--- src/rtl/gpio_pkg.sv ---
// gpio_pkg: shared constants and timing helpers for the GPIO input path
package gpio_pkg;
  localparam int CLK_HZ = 25_000_000;
  localparam int GPIO_SYNC_DEFAULT = 2;
  localparam int GPIO_DEBOUNCE_DEFAULT = 250;
  function automatic int cycles_from_us(input int us);
    return CLK_HZ / 1_000_000 * us;
  endfunction
endpackage

--- src/rtl/gpio_debounce_bit.sv ---
// gpio_debounce_bit: one bit of sync, debounce, edge detect and sticky flag
module gpio_debounce_bit
  import gpio_pkg::*;
#(
  parameter int SYNC_STAGES = GPIO_SYNC_DEFAULT,
  parameter int DEBOUNCE_CYCLES = GPIO_DEBOUNCE_DEFAULT,
  parameter int CNT_W = $clog2(DEBOUNCE_CYCLES + 1)
) (
  input  logic clk,
  input  logic reset,
  input  logic pin,
  input  logic clear,
  output logic filt,
  output logic rise,
  output logic fall,
  output logic flag
);
  logic [SYNC_STAGES-1:0] sync;
  logic [CNT_W-1:0] cnt;
  logic s;
  logic done;
  assign s = sync[SYNC_STAGES-1];
  // a mismatch that has persisted for the full window is accepted this edge
  assign done = (s != filt) && (cnt == CNT_W'(DEBOUNCE_CYCLES - 1));
  always_ff @(posedge clk) begin
    if (reset) begin
      sync <= '0;
      cnt  <= '0;
      filt <= 1'b0;
      rise <= 1'b0;
      fall <= 1'b0;
      flag <= 1'b0;
    end else begin
      sync <= {sync[SYNC_STAGES-2:0], pin};
      cnt  <= (s == filt || done) ? '0 : cnt + 1'b1;
      filt <= done ? s : filt;
      rise <= done & s;
      fall <= done & ~s;
      flag <= (flag & ~clear) | rise | fall;
    end
  end
endmodule

--- src/rtl/gpio_in_conditioner.sv ---
// gpio_in_conditioner: per-bit synchronise, debounce and edge-flag GPIO inputs
module gpio_in_conditioner
  import gpio_pkg::*;
#(
  parameter int WIDTH = 32,
  parameter int SYNC_STAGES = GPIO_SYNC_DEFAULT,
  parameter int DEBOUNCE_CYCLES = cycles_from_us(10)
) (
  input  logic             clk,
  input  logic             reset,
  input  logic [WIDTH-1:0] pin_i,
  output logic [WIDTH-1:0] filt_o,
  output logic [WIDTH-1:0] rise_o,
  output logic [WIDTH-1:0] fall_o,
  output logic [WIDTH-1:0] flag_o,
  input  logic [WIDTH-1:0] clear_i
);
  localparam int CNT_W = $clog2(DEBOUNCE_CYCLES + 1);
  for (genvar i = 0; i < WIDTH; i++) begin : g_bit
    gpio_debounce_bit #(
      .SYNC_STAGES(SYNC_STAGES),
      .DEBOUNCE_CYCLES(DEBOUNCE_CYCLES),
      .CNT_W(CNT_W)
    ) u_bit (
      .clk(clk),
      .reset(reset),
      .pin(pin_i[i]),
      .clear(clear_i[i]),
      .filt(filt_o[i]),
      .rise(rise_o[i]),
      .fall(fall_o[i]),
      .flag(flag_o[i])
    );
  end
endmodule

--- config.mk ---
export PLATFORM = sky130hd
export DESIGN_NAME = gpio_in_conditioner
export DESIGN_NICKNAME = d
export VERILOG_FILES = /design/src/rtl/gpio_pkg.sv /design/src/rtl/gpio_debounce_bit.sv /design/src/rtl/gpio_in_conditioner.sv
export SDC_FILE = /design/constraint.sdc
export NUM_CORES = 1
export LEC_CHECK = 0
export CAP_MARGIN = 30
export CORE_ASPECT_RATIO = 0.9
export CORE_UTILIZATION = 30
export CTS_CLUSTER_DIAMETER = 120
export DETAILED_ROUTE_END_ITERATION = 12
export SKIP_CTS_REPAIR_TIMING = 1
export SLEW_MARGIN = 10
export SYNTH_ARGS = -nofsm -noshare
export SYNTH_HDL_FRONTEND = slang
export SYNTH_SLANG_ARGS = --single-unit
--- constraint.sdc ---
create_clock -name clk -period 1.7 [get_ports clk]
set_input_delay 0.17 -clock clk [delete_from_list [all_inputs] [get_ports clk]]
set_output_delay 0.17 -clock clk [all_outputs]
set_load 0.03 [all_outputs]
# After elaboration in Yosys (flattened, before gate mapping)
# Index checks and enable logic that the tools add are counted.
totals:
  in_bits: 66
  word_cells: 640
  regBits: 448
  output_inout_bits: 128
classes:
  eq_ne: 96
  n_reduce_logical: 96
  bitwise_logic: 224
  n_addsub: 32
ops:
  columns: ["cell", "n"]
  rows:
  - ["8-bit by 1-bit adder with 8-bit output, second input constant", 32]
  - ["8-bit == test, second input constant", 32]
  - ["1-bit AND", 96]
  - ["1-bit NOT", 64]
  - ["1-bit OR", 64]
  - ["2-bit OR reduction", 32]
  - ["1-bit == test", 32]
  - ["1-bit logical AND", 32]
  - ["1-bit logical OR", 32]
  - ["1-bit inequality test", 32]

# Logic depth before layout (Yosys ltp)
depth:
  ltp_word: 4
  mapped_depth: 7
  mapped_depth_nobuf: 6

# By module
# From an unflattened synthesis, not the netlist that was laid out.
hier_totals:
  cells_unflattened: 1892
  area_unflattened_um2: 19044.5
modules_own_cells:
  columns: ["module", "area_per_inst_um2", "cells_per_inst", "instances", "seq_area_each_um2"]
  rows:
  - ["gpio_debounce_bit at g_bit[0].u_bit ...", 595.6, 59, 31, 280.3]
  - ["gpio_debounce_bit at g_bit[9].u_bit", 581.8, 63, 1, 280.3]

# Worst setup path after synthesis
# No wires, ideal clock.
synth_timing:
  path_type: "register to register"
  start: "reg g_bit[15].u_bit.cnt[0]"
  end: "reg g_bit[15].u_bit.cnt[2]"
  n_path_buf: 0
  setup_slack_ps: 401
  setup_time_ps: 120
  stages_incl_launch_ff: 6
  synth_period_minus_slack_ps: 1299
  required_time_ps: 1580
  t_arrival_ps: 1179
  cell_sequence: "dfxtp_1 ha_1 and4b_1 nand4_1 nand2b_1 nor2_1"
synth_between:
  elab_chain_len: 4
  elab_cells_between_ends: 5
  classes_between: "1 x add/sub; 1 x eq/ne; 3 x reduce/logical"
synth_lines:
  columns: ["item", "line_no", "text"]
  rows:
  - ["from (decl)", "gpio_debounce_bit.sv:19", "logic [CNT_W-1:0] cnt;"]
  - ["from (signal assigned)", "gpio_debounce_bit.sv:35", "cnt <= (s == filt || done) ? '0 : cnt + 1'b1;"]
  - ["branches (longest 4 deep; another with 8-bit by 1-bit adder with 8-bit output)", null, null]
# Parallel ways; which one is timed is not known.
# A chain may end at the register's enable or synchronous reset.

# Final worst setup path
layout_timing:
  start: "reg g_bit[14].u_bit.cnt[0]"
  end: "reg g_bit[14].u_bit.rise"
layout_between:
  elab_chain_len: 3
layout_lines:
  columns: ["item", "line_no", "text"]
  rows:
  - ["from (decl)", "gpio_debounce_bit.sv:19", null]
  - ["from (signal assigned)", "gpio_debounce_bit.sv:35", null]
  - ["8-bit == test", "gpio_debounce_bit.sv:24", "assign done = (s != filt) && (cnt == CNT_W'(DEBOUNCE_CYCLES - 1));"]
  - ["1-bit logical AND", "gpio_debounce_bit.sv:24", null]
  - ["1-bit AND", "gpio_debounce_bit.sv:37", "rise <= done & s;"]
  - ["to (signal assigned)", "gpio_debounce_bit.sv:37", null]
  - ["to (decl)", "gpio_debounce_bit.sv:14", "output logic rise,"]
# No other way between the ends.

==> impl_metrics.env <==
export IMPL_routed_wl_met2_mm=15.9
export IMPL_power_leakage_uw=0.0104
export IMPL_synth_top_cells_by_area="dfxtp_1, nor2_1, buf_4"
export IMPL_crit_fanout=5
export IMPL_yosysSeqAreaShare_pct=48.5
export IMPL_cp_slowest_cell="dfxtp_1"
export IMPL_holdWs_ps=149
export IMPL_synthCells=1965
export IMPL_io_pins=194
export IMPL_async_reset_ff_share_pct=0
export IMPL_grt_max_degree=38
export IMPL_yosys_area_share_simple_pct=24.6
export IMPL_grt_pass1_wl_mm=57.8
export IMPL_grt_ovfl_total=0
export IMPL_clock_fmax_ghz=0.637
export IMPL_synthDistinctLibCells=49
export IMPL_cts_buffers_inserted=49
export IMPL_max_stage_delay_ps=390
export IMPL_syn_area_um2=18500
export IMPL_setup_viol=0
export IMPL_wl_mm=35.0
export IMPL_cts_sinks=448
export IMPL_yosysWarnings=0
export IMPL_drc_errors=0
export IMPL_drv_slew=0
export IMPL_critPathArrivalTime_ps=2070
export IMPL_cts_max_level=2
export IMPL_yosys_area_top_type="dfxtp_1"
export IMPL_multiInputGateArea_um2=8260
export IMPL_synthAdderAreaFrac_pct=4.33
export IMPL_power_frac_comb_pct=2.1
export IMPL_path_buf_inv=1
export IMPL_synth_top_family_by_area="simple AND/OR/NAND/NOR gates"
export IMPL_outcome="complete, no violations"
export IMPL_drive_gt1_share_pct=5.77
export IMPL_hold_viol=0
export IMPL_cap_violations=0
export IMPL_cp_end_kind="flop"
export IMPL_critPathTopFamily="simple AND/OR/NAND/NOR gates"
export IMPL_antenna_left=0
export IMPL_die_area_um2=62700
export IMPL_max_slew_margin_pct=71.4
export IMPL_rows=86
export IMPL_power_switching_uw=4610
export IMPL_drtIter0Drc=512
export IMPL_die_y_um=238
export IMPL_place_gp_congestion=0.782
export IMPL_fp_dieW_um=264
export IMPL_n_fill_cell=5985
export IMPL_post_route_period_util_pct=92.3
export IMPL_core_um2=61100
export IMPL_antenna_found_initial=4
export IMPL_critical_path_cell_chain="ha_1 -> and4b_1 -> nand4_1 -> nor4b_1 -> buf_2"
export IMPL_vias_per_cell=4.57
export IMPL_clk_latency_ps=570
export IMPL_start_util_pct=30.3
export IMPL_startpoint_type="flop"
export IMPL_syn_avg_cell_area_um2=9.42
export IMPL_numPlacedInstances=2816
export IMPL_grt_pass1_vias=12657
export IMPL_syn_nets=2095
export IMPL_yosys_register_bits=448
export IMPL_wl_per_cell_um=12.0
export IMPL_root_buffer="clkbuf_16"
export IMPL_nets=2207
export IMPL_worstSetupPathType="flop to flop"
export IMPL_ys_flop_type="dfxtp_1"
export IMPL_post_route_min_period_ps=1570
export IMPL_crit_required_ps=2200
export IMPL_yosys_area_share_xor_xnor_pct=7.10
export IMPL_grt_total_usage_pct=10.8
export IMPL_layout_area_seq_um2=8970
export IMPL_clk_pin_slew_worst_paths_ps=60
export IMPL_seq_power_share_pct=46.8
export IMPL_num_antenna_cells=0
export IMPL_max_vdd_ir_drop_mv=0.586
export IMPL_synth_top_area_share_pct=48.5
export IMPL_p_int_uw=18200
export IMPL_power_density_nw_per_um2=1000
export IMPL_dp_hpwl_mm=24.3
export IMPL_worst_hold_path_type="input port to flop"
export IMPL_highest_layer="met5"
export IMPL_synth_compound_area_share_pct=6.97
export IMPL_p_sw_share_pct=20.2
export IMPL_instances_no_fill=2907
export IMPL_worst_slew_pin_transition_ps=429
export IMPL_drt_pass1_iter_count=4
export IMPL_muxShareOfSynthArea_pct=1.57
export IMPL_synth_edf_count=0
export IMPL_vias=13280
export IMPL_max_clock_path_buffers=3
export IMPL_clkPwrFrac_pct=51.0
export IMPL_syn_to_final_growth_pct=22.6
export IMPL_cts_tree="done"
export IMPL_port_buffers=193
export IMPL_met1_length_mm=16.1
export IMPL_fin_skew_ps=8.20
export IMPL_met3_length_mm=2.00
state kept, by name, summed over array words and instances, names as in the netlist:
signal            count
g_bit.u_bit.cnt     256
g_bit.u_bit.fall     32
g_bit.u_bit.filt     32
g_bit.u_bit.flag     32
g_bit.u_bit.rise     32
g_bit.u_bit.sync     64
final cells by class:
cell class / instances / share of cell area (%)
Sequential cell: 448 / 39.5
Clock buffer: 64 / 6.15
Tap cell: 792 / 4.37
Timing Repair Buffer: 217 / 10.9
Inverter: 57 / 0.943
Clock inverter: 25 / 1.72
Multi-Input combinational cell: 1304 / 36.4
cell usage after synthesis, types with 15 or more instances:
cell / n
inv_1: 57
xor2_1: 88
a31oi_1: 20
nor3_1: 27
and4_1: 28
nor2b_1: 77
xnor2_1: 62
buf_4: 128
ha_1: 64
and3_1: 24
nand2b_1: 91
nand3_1: 87
mux2i_1: 29
o21ai_0: 48
and4b_1: 15
nor2_1: 271
or3_1: 24
dfxtp_1: 448
nand2_1: 72
nand4_1: 31
nand3b_1: 28
nor4b_1: 29
a21oi_1: 109
placed cells by master, fill, tap and decap left out, types with 57 or more instances in the layout:
| cell type | n |
|---|---|
| inv_1 | 57 |
| a21oi_1 | 109 |
| xnor2_1 | 62 |
| clkdlybuf4s50_1 | 64 |
| nand3_1 | 87 |
| nand2b_1 | 91 |
| nand2_1 | 72 |
| xor2_1 | 88 |
| ha_1 | 64 |
| nor2b_1 | 77 |
| nor2_1 | 271 |
| dlymetal6s2s_1 | 128 |
| dfxtp_1 | 448 |
routing by layer:
metal,global-route usage (%),up-vias
met5,0,-
li1,-,6815
met1,13.4,6180
met4,4.05,4
met2,17.8,211
met3,3.01,70
power by group through the flow:
stage | Combinational, uW | Clock, uW | Sequential [uW]
2_1_floorplan | 240 | 0 | 10900
3_3_place_gp | 480 | 0 | 10900
3_5_place_dp | 490 | 0 | 10900
4_1_cts | 494 | 12100 | 10700
5_1_grt | 537 | 12500 | 10700
6_report | 484 | 11600 | 10700
logic make-up (layout without fill, tap and decap cells):
kind of cell	Yosys count	in the layout
fa+ha+maj	64	64
flops	448	448
simple gates	840	840
buf+inv	213	363
mux	29	29
compound gates	221	221
xor+xnor	150	150
per-stage QoR:
stage	worst slack, ps	TNS [ps]	total power (uW)	instance area [um2]	utilization [%]
finish	131	0	22800	22700	37.1
global route	-0.372	-0.372	23700	22700	37.1
CTS	-267	-16360	23200	22300	36.6
detailed placement	-70.4	-70.4	11400	20600	33.6
global placement	-435	-520	11400	20600	33.6
floorplan	401	0	11100	18500	-
final timing paths:
kind	start	to	slack [ps]	depth (start not counted)
min reg2reg	g_bit[25].u_bit.sync[0]	g_bit[25].u_bit.sync[1]	440	1
max	g_bit[14].u_bit.cnt[0]	g_bit[14].u_bit.rise	130	5
max reg2reg	g_bit[14].u_bit.cnt[0]	g_bit[14].u_bit.rise	130	5
min	pin_i[4]	g_bit[4].u_bit.sync[0]	150	2
No activity file was read; power rests on OpenSTA's default activity.
